File: config.mk
export PLATFORM = sky130hd
export DESIGN_NAME = song_sequencer
export DESIGN_NICKNAME = d
export VERILOG_FILES = /design/src/rtl/song_pkg.sv /design/src/rtl/song_timer.sv /design/src/rtl/song_sequencer.sv
export SDC_FILE = /design/constraint.sdc
export NUM_CORES = 1
export LEC_CHECK = 0
export BUFFER_PORTS_ARGS = -buffer_cell sky130_fd_sc_hd__buf_2
export CAP_MARGIN = 20
export CORE_MARGIN = 2
export CORE_UTILIZATION = 63
export CTS_BUF_LIST = sky130_fd_sc_hd__clkbuf_2 sky130_fd_sc_hd__clkbuf_4 sky130_fd_sc_hd__clkbuf_8
export DETAILED_ROUTE_END_ITERATION = 10
export PLACE_DENSITY_LB_ADDON = 0.15
export SLEW_MARGIN = 25
export SYNTH_ARGS = -nofsm -noshare
export SYNTH_HDL_FRONTEND = slang
export SYNTH_SLANG_ARGS = --single-unit
File: constraint.sdc
create_clock -name clk -period 6.4 [get_ports clk]
set_clock_uncertainty 0.05 [all_clocks]
set_input_delay 0.64 -clock clk [delete_from_list [all_inputs] [get_ports clk]]
set_output_delay 0.64 -clock clk [all_outputs]
set_load 0.01 [all_outputs]
File: src/rtl/song_pkg.sv
// Shared encodings for the song sequencer: play modes and FSM states.
package song_pkg;

  localparam logic [1:0] MODE_IDLE  = 2'b00;
  localparam logic [1:0] MODE_ONCE  = 2'b01;
  localparam logic [1:0] MODE_LEARN = 2'b10;
  localparam logic [1:0] MODE_LOOP  = 2'b11;

  // Modes with this bit set leave PLAY on their own; the others wait for a step pulse.
  localparam logic [1:0] PLAY_MODE = 2'b01;

  typedef enum logic [3:0] {
    StIdle,
    StLenRd,
    StLenWait,
    StFetch,
    StFetchWait,
    StPlay,
    StHold,
    StGap,
    StDone
  } state_e;

endpackage

File: src/rtl/song_timer.sv
// Loadable down-counter shared by note duration and inter-note gap timing.
module song_timer #(
  parameter int unsigned DUR_W = 32
) (
  input  logic             clk_i,
  input  logic             rst_ni,
  input  logic             load_i,
  input  logic             en_i,
  input  logic [DUR_W-1:0] load_val_i,
  output logic             zero_o
);

  logic [DUR_W-1:0] cnt_q, cnt_d;

  always_comb begin
    cnt_d = cnt_q;
    if (load_i) begin
      cnt_d = load_val_i;
    end else if (en_i && cnt_q != '0) begin
      cnt_d = cnt_q - DUR_W'(1);
    end
  end

  always_ff @(posedge clk_i) begin
    if (!rst_ni) begin
      cnt_q <= '0;
    end else begin
      cnt_q <= cnt_d;
    end
  end

  assign zero_o = (cnt_q == '0);

endmodule

File: src/rtl/song_sequencer.sv
// Multi-song player: reads length then notes from a shared ROM port and drives the buzzer.
module song_sequencer
  import song_pkg::*;
#(
  parameter int unsigned NUM_SONGS  = 3,
  parameter int unsigned SEL_W      = 2,
  parameter int unsigned ADDR_W     = 7,
  parameter int unsigned NOTE_W     = 10,
  parameter int unsigned DUR_W      = 32,
  parameter int unsigned GAP_CYCLES = 10000000
) (
  input  logic              clk,
  input  logic              rst_n,
  input  logic [SEL_W-1:0]  song_sel,
  input  logic [1:0]        mode,
  input  logic              pause,
  input  logic              step,
  output logic              rom_en,
  output logic [SEL_W-1:0]  rom_song,
  output logic [ADDR_W-1:0] rom_addr,
  input  logic [NOTE_W-1:0] rom_note,
  input  logic [DUR_W-1:0]  rom_dur,
  output logic [NOTE_W-1:0] note_out,
  output logic              note_valid,
  output logic [ADDR_W-1:0] cur_index,
  output logic              busy,
  output logic              done
);

  // Timer counts down to zero, so a load of N-1 spans N cycles.
  localparam logic [DUR_W-1:0] GapLoad = DUR_W'(GAP_CYCLES - 1);

  state_e            state_q, state_d;
  logic [SEL_W-1:0]  sel_q;
  logic [1:0]        mode_q;
  logic [ADDR_W-1:0] len_q, len_d, idx_q, idx_d;
  logic [NOTE_W-1:0] note_q, note_d;
  logic              done_q, done_d;
  logic              tmr_load, tmr_en, tmr_zero;
  logic [DUR_W-1:0]  tmr_val;
  logic              end_note, gap_done, sel_ok, sounding;

  assign sel_ok = (sel_q != '0) && (32'(sel_q) <= NUM_SONGS);

  song_timer #(
    .DUR_W(DUR_W)
  ) u_timer (
    .clk_i      (clk),
    .rst_ni     (rst_n),
    .load_i     (tmr_load),
    .en_i       (tmr_en),
    .load_val_i (tmr_val),
    .zero_o     (tmr_zero)
  );

  always_comb begin
    state_d  = state_q;
    len_d    = len_q;
    idx_d    = idx_q;
    note_d   = note_q;
    done_d   = 1'b0;
    tmr_load = 1'b0;
    tmr_en   = 1'b0;
    tmr_val  = '0;
    end_note = 1'b0;
    gap_done = 1'b0;

    unique case (state_q)
      StIdle:      if (sel_ok && mode_q != MODE_IDLE) state_d = StLenRd;
      StLenRd:     state_d = StLenWait;
      StLenWait: begin
        len_d = rom_note[ADDR_W-1:0];
        idx_d = ADDR_W'(1);
        if (rom_note[ADDR_W-1:0] == '0) begin
          state_d = StDone;
          done_d  = 1'b1;
        end else begin
          state_d = StFetch;
        end
      end
      StFetch:     state_d = StFetchWait;
      StFetchWait: begin
        note_d   = rom_note;
        tmr_load = 1'b1;
        tmr_val  = (rom_dur == '0) ? '0 : rom_dur - DUR_W'(1);
        state_d  = StPlay;
      end
      StPlay: begin
        if (!pause) begin
          if (!tmr_zero) begin
            tmr_en = 1'b1;
          end else if ((mode_q & PLAY_MODE) != 2'b00) begin
            end_note = 1'b1;
          end else begin
            state_d = StHold;
          end
        end
      end
      StHold:      if (!pause && step) end_note = 1'b1;
      StGap: begin
        if (!pause) begin
          if (tmr_zero) gap_done = 1'b1;
          else          tmr_en   = 1'b1;
        end
      end
      StDone:      state_d = StDone;
      default:     state_d = StIdle;
    endcase

    if (end_note) begin
      if (GAP_CYCLES != 0) begin
        state_d  = StGap;
        tmr_load = 1'b1;
        tmr_val  = GapLoad;
      end else begin
        gap_done = 1'b1;
      end
    end

    if (gap_done) begin
      if (idx_q < len_q) begin
        idx_d   = idx_q + ADDR_W'(1);
        state_d = StFetch;
      end else begin
        done_d = 1'b1;
        if (mode_q == MODE_LOOP) begin
          idx_d   = ADDR_W'(1);
          state_d = StFetch;
        end else begin
          state_d = StDone;
        end
      end
    end

    // Any change of selection or mode abandons the song and restarts from IDLE.
    if (song_sel != sel_q || mode != mode_q) begin
      state_d = StIdle;
      done_d  = 1'b0;
    end
  end

  always_ff @(posedge clk) begin
    if (!rst_n) begin
      state_q <= StIdle;
      sel_q   <= '0;
      mode_q  <= MODE_IDLE;
      len_q   <= '0;
      idx_q   <= '0;
      note_q  <= '0;
      done_q  <= 1'b0;
    end else begin
      state_q <= state_d;
      sel_q   <= song_sel;
      mode_q  <= mode;
      len_q   <= len_d;
      idx_q   <= idx_d;
      note_q  <= note_d;
      done_q  <= done_d;
    end
  end

  always_comb begin
    sounding   = (state_q inside {StPlay, StHold}) && !pause;
    busy       = !(state_q inside {StIdle, StDone});
    note_valid = sounding;
    note_out   = sounding ? note_q : '0;
    rom_en     = state_q inside {StLenRd, StFetch};
    rom_addr   = (state_q == StFetch) ? idx_q : '0;
    rom_song   = busy ? sel_q : '0;
    cur_index  = (state_q inside {StFetch, StFetchWait, StPlay, StHold, StGap}) ? idx_q : '0;
    done       = done_q;
  end

endmodule
# Word level (Yosys, flattened, before mapping)
# Index checks and enable logic that the tools add are counted.
# word_totals
register_bits,65
out_inout_bits,30
input_bits,50
word_cells,92
# classes
eq_ne,16
bitwise_logic,1
n_lt_le_gt_ge,1
n_mux,40
n_addsub,3
n_reduce_logical,23
# op_table
cell,count
32-bit two-way mux,5
32-bit zero test,2
"32-bit by 1-bit subtractor with 32-bit output, second input constant",2
7-bit two-way mux,6
4-bit two-way mux,9
4-bit case mux with 8 select lines,1
32-bit nonzero test,1
"4-bit by 3-bit equality test with 1-bit output, second input constant",4
1-bit two-way mux,16
"4-bit inequality test, second input constant",4
2-bit nonzero test,6
10-bit two-way mux,1
"4-bit by 2-bit equality test with 1-bit output, second input constant",2
"7-bit by 1-bit adder with 7-bit output, second input constant",1
7-bit zero test,1
7-bit < comparator,1
2-bit OR reduction,3
5-bit AND reduction,1
5-bit nonzero test,1
"4-bit by 1-bit equality test with 1-bit output, second input constant",1
"4-bit equality test, second input constant",1
1-bit logical AND,4
4-bit zero test,1
2-bit inequality test,2
7 further kinds,8

# Depth between registers and ports, before layout
# depth
depth_word,7
ltp_mapped,9
mapped_depth_nobuf,8

# By module
# From an unflattened synthesis, not the netlist that was laid out.
# hier_totals
cells_unflattened,632
area_unflattened_um2,4753.3
# by_module_without_submodules
mod,seq_area_each_um2,area_per_inst_um2,n_inst,cells_per_inst
song_sequencer,660.6,2703.8,1,383
song_timer,640.6,2049.5,1,249

# Worst setup path before layout
# Ideal clock, no wire load.
# synth_path
path_type,input-to-reg
start,input port rom_dur[18]
end,register u_timer.cnt_q[30]
arrival_time_ns,2.508
stages,7
n_path_buf,1
t_required_ns,6.231
setup_time_ns,0.119
slack_ns,3.723
cell_sequence,or4_1 -> buf_2 -> or3_1 -> nor4_2 -> and3_1 -> nor3_1 -> o221a_2
# synth_via
elab_chain_len,5
word_cells_on_any_way,6
classes_between,add/sub: 1; mux: 4; reduce/logical: 1
# synth_lines
item,line_no,source
start: declaration,song_sequencer.sv:22,"input logic [DUR_W-1:0] rom_dur,"
32-bit by 1-bit subtractor with 32-bit output / 32-bit zero test (equally long branches),song_sequencer.sv:85,tmr_val = (rom_dur == '0) ? '0 : rom_dur - DUR_W'(1);
32-bit two-way mux *,song_sequencer.sv:85,
32-bit two-way mux *,song_sequencer.sv:68,unique case (state_q)
32-bit two-way mux *,song_sequencer.sv:110,if (end_note) begin
32-bit two-way mux *,song_timer.sv:17,if (load_i) begin
end signal: assignment,song_timer.sv:28,cnt_q <= cnt_d;
end: declaration,song_timer.sv:13,"logic [DUR_W-1:0] cnt_q, cnt_d;"
# Mark *: on every way between the ends. The rest lies on a longest branch, timed or not.
# A chain may end at the register's enable or synchronous reset.

# Worst setup path in the final report
# layout_path
start,input port rom_dur[18]
end,register u_timer.cnt_q[8]
# layout_via
elab_chain_len,5
# layout_lines
item,line_no
32-bit zero test,song_sequencer.sv:85
32-bit two-way mux,song_sequencer.sv:85
32-bit two-way mux,song_sequencer.sv:68
32-bit two-way mux,song_sequencer.sv:110
32-bit two-way mux,song_timer.sv:17
# No other way between the ends.

==> run summary <==
status: complete, no violations
port bufs: 79
core region area: 0.00718 sq mm
Layout area overhead: 14.0%
first-pass GRT wire length: 19300 um
share of cells above drive strength 1: 21.1%
Initial Util: 64.0%
final wirelength: 12100 um
Least-Margin Pin Slew: 1.01 ns
CTS max path bufs: 2
CTS tree: yes
fillers: 589
initial drt markers: 260
Mapped Nets: 658
Detail Route Antenna Nets: 0
routed len/inst: 15.8 um
MaxCap Viol Count: 0
LEAKAGE: 0.00207 uW
dominant synthesized flop cell: dfxtp_1
full die area: 0.00799 sq mm
EDFF count, synth: 0
Tot GR Track Use: 30.4%
initial antenna violation count: 0
Synth Cell Area: 0.00460 sq mm
fin crit period: 3.22 ns
Tcrit/Tclk final: 50.2%
pin count of the biggest net entering global routing: 42
YS warnings: 0
Clk pin slew, worst setup/hold paths: 0.08 ns
total global routing overflow: 0
CP max FO: 31
post-synthesis register bit count: 65
critical path required time: 6.59 ns
Slew Limit Fails: 0
clock root buffer: clkbuf_8
nets: 721
critical path class: input port to flop
post-placement cell count: 748
vias in the first global route: 4130
crit path capture type: flop
PwrDens: 172 mW/mm^2
Synth async-reset ratio: 0%
Final Hold Viols: 0
maximum vdd ir drop: 90.9 uV
f_max: 0.311 GHz
post-CTS resize count: 0
FF/Latch Area: 0.00130 sq mm
dpl hpwl: 8560 um
H-tree Lvls: 3
# rows: 31
Multi-input gate area: 0.00310 sq mm
Clock Sinks: 65
final setup violation count: 0
DRT Pass-1 Iters: 6
Die Width: 89.4 um
Data arrival, critical path: 3.40 ns
total number of vias: 4738
post-synthesis cell count: 597
Setup TNS: 0 ns
fin cells: 764
Antenna Cells: 0
Synth cell types: 61
Hold WC Path Type: flop to flop
# hold bufs at CTS: 0
sequential area share after synthesis: 28.3%
Routability Congestion: 0.911
Die H: 89.4 um
drt drc: 0
RSZ-0062 raised after global routing: no
Avg Inst Size Synth: 7.70 sq um
TritonCTS buffer count: 9
vias per inst: 6.20
critical path startpoint category: input port
setup bufs post-CTS: 0
Slew HR: 32.9%
Clock Latency Late Sink: 0.35 ns
# IOs: 80
==> placed cells by master (no fill, tap or decap), drive strengths merged, types with 16 or more instances in the layout <==
cell    n
inv    20
nand2  51
nor2   73
xnor2  35
buf    82
o21ai  16
o221a  23
a21oi  43
nor4   23
and2   25
dfxtp  65
nor3   37
==> worst max-delay path, stage by stage <==
cell and delay, ns:
buf_2 0.11, or4_1 0.65, nor4_2 0.47, a41o_1 0.91
nor2_1 0.17, o21a_1 0.22, o221a_2 0.23
==> kinds of logic after synthesis <==
logic type / synth area share (%)
buf+inv: 4.55
flops: 28.3
xor+xnor: 8.58
simple gates: 34.4
fa+ha+maj: 2.99
compound gates: 21.2
==> flip-flops by register name, indices dropped and copies added, names as in the netlist <==
| register | cells |
|---|---|
| u_timer.cnt_q | 32 |
| note_q | 10 |
| idx_q | 7 |
| len_q | 7 |
| state_q | 4 |
| mode_q | 2 |
| sel_q | 2 |
| done | 1 |
==> layout make-up <==
class / count / share of cell area [%]
Clock inverter: 7 / 1.82
Tap cell: 99 / 2.36
Clock buffer: 9 / 2.36
Sequential cell: 65 / 24.8
Timing Repair Buffer: 82 / 7.98
Inverter: 20 / 1.43
Multi-Input combinational cell: 482 / 59.2
==> metal layers <==
| layer | GRT usage, % | share of wire, % | vias to the layer above |
|---|---|---|---|
| li1 | - | - | 2325 |
| met5 | 0 | 0 | - |
| met2 | 50.4 | 47 | 198 |
| met4 | 10.2 | 1.7 | 0 |
| met3 | 4.99 | 6.4 | 26 |
| met1 | 40.3 | 45 | 2189 |
==> power by group <==
group	leakage, uW	switching [uW]	total [uW]	internal, uW
Clock	0.000109	175	394	219
Combinational	0.00143	56.4	95.4	39.0
Sequential	0.000525	3.28	410	407
Total	0.00207	235	900	665
==> per-stage QoR <==
step / total power, uW / hold slack, ns / utilization, % / setup WS (ns) / area (sq um)
6_report: 900 / 0.405 / 73.0 / 3.19 / 5240
3_3_place_gp: 510 / 0.388 / 69.8 / 2.90 / 5010
2_1_floorplan: 476 / 0.382 / - / 3.72 / 4600
3_5_place_dp: 513 / 0.392 / 69.8 / 2.84 / 5010
4_1_cts: 900 / 0.404 / 72.9 / 3.18 / 5230
5_1_grt: 931 / 0.420 / 73.0 / 3.01 / 5240
==> cell usage after synthesis (all sizes together), types with 6 or more instances <==
| master | count | area share (%) |
|---|---|---|
| xor2 | 10 | 1.9 |
| o21ai | 16 | 1.7 |
| nand4 | 12 | 1.6 |
| xnor2 | 35 | 6.7 |
| clkbuf | 22 | 1.8 |
| buf | 8 | 1.1 |
| nor4 | 23 | 4.0 |
| nor2 | 73 | 6.0 |
| o221a | 23 | 5.6 |
| nand2b | 6 | 0.98 |
| nand2 | 51 | 4.2 |
| a21oi | 43 | 4.7 |
| o31ai | 6 | 0.98 |
| ha | 11 | 3.0 |
| dfxtp | 65 | 28 |
| inv | 20 | 1.6 |
| a31oi | 8 | 1.1 |
| nand3 | 13 | 1.4 |
| o21a | 6 | 0.98 |
| or4 | 7 | 1.2 |
| and2 | 25 | 3.4 |
| or3 | 13 | 1.9 |
| nor3 | 37 | 4.4 |
==> final timing paths <==
kind | cells after the start | start | slack, ns | endpoint
setup / recovery | 7 | rom_dur[18] | 3.19 | u_timer.cnt_q[8]
hold / removal | 2 | note_q[2] | 0.41 | note_q[2]
setup reg to reg | 8 | u_timer.cnt_q[0] | 3.35 | u_timer.cnt_q[26]
hold reg to reg | 2 | note_q[2] | 0.41 | note_q[2]
(Power assumes the default switching activity.)
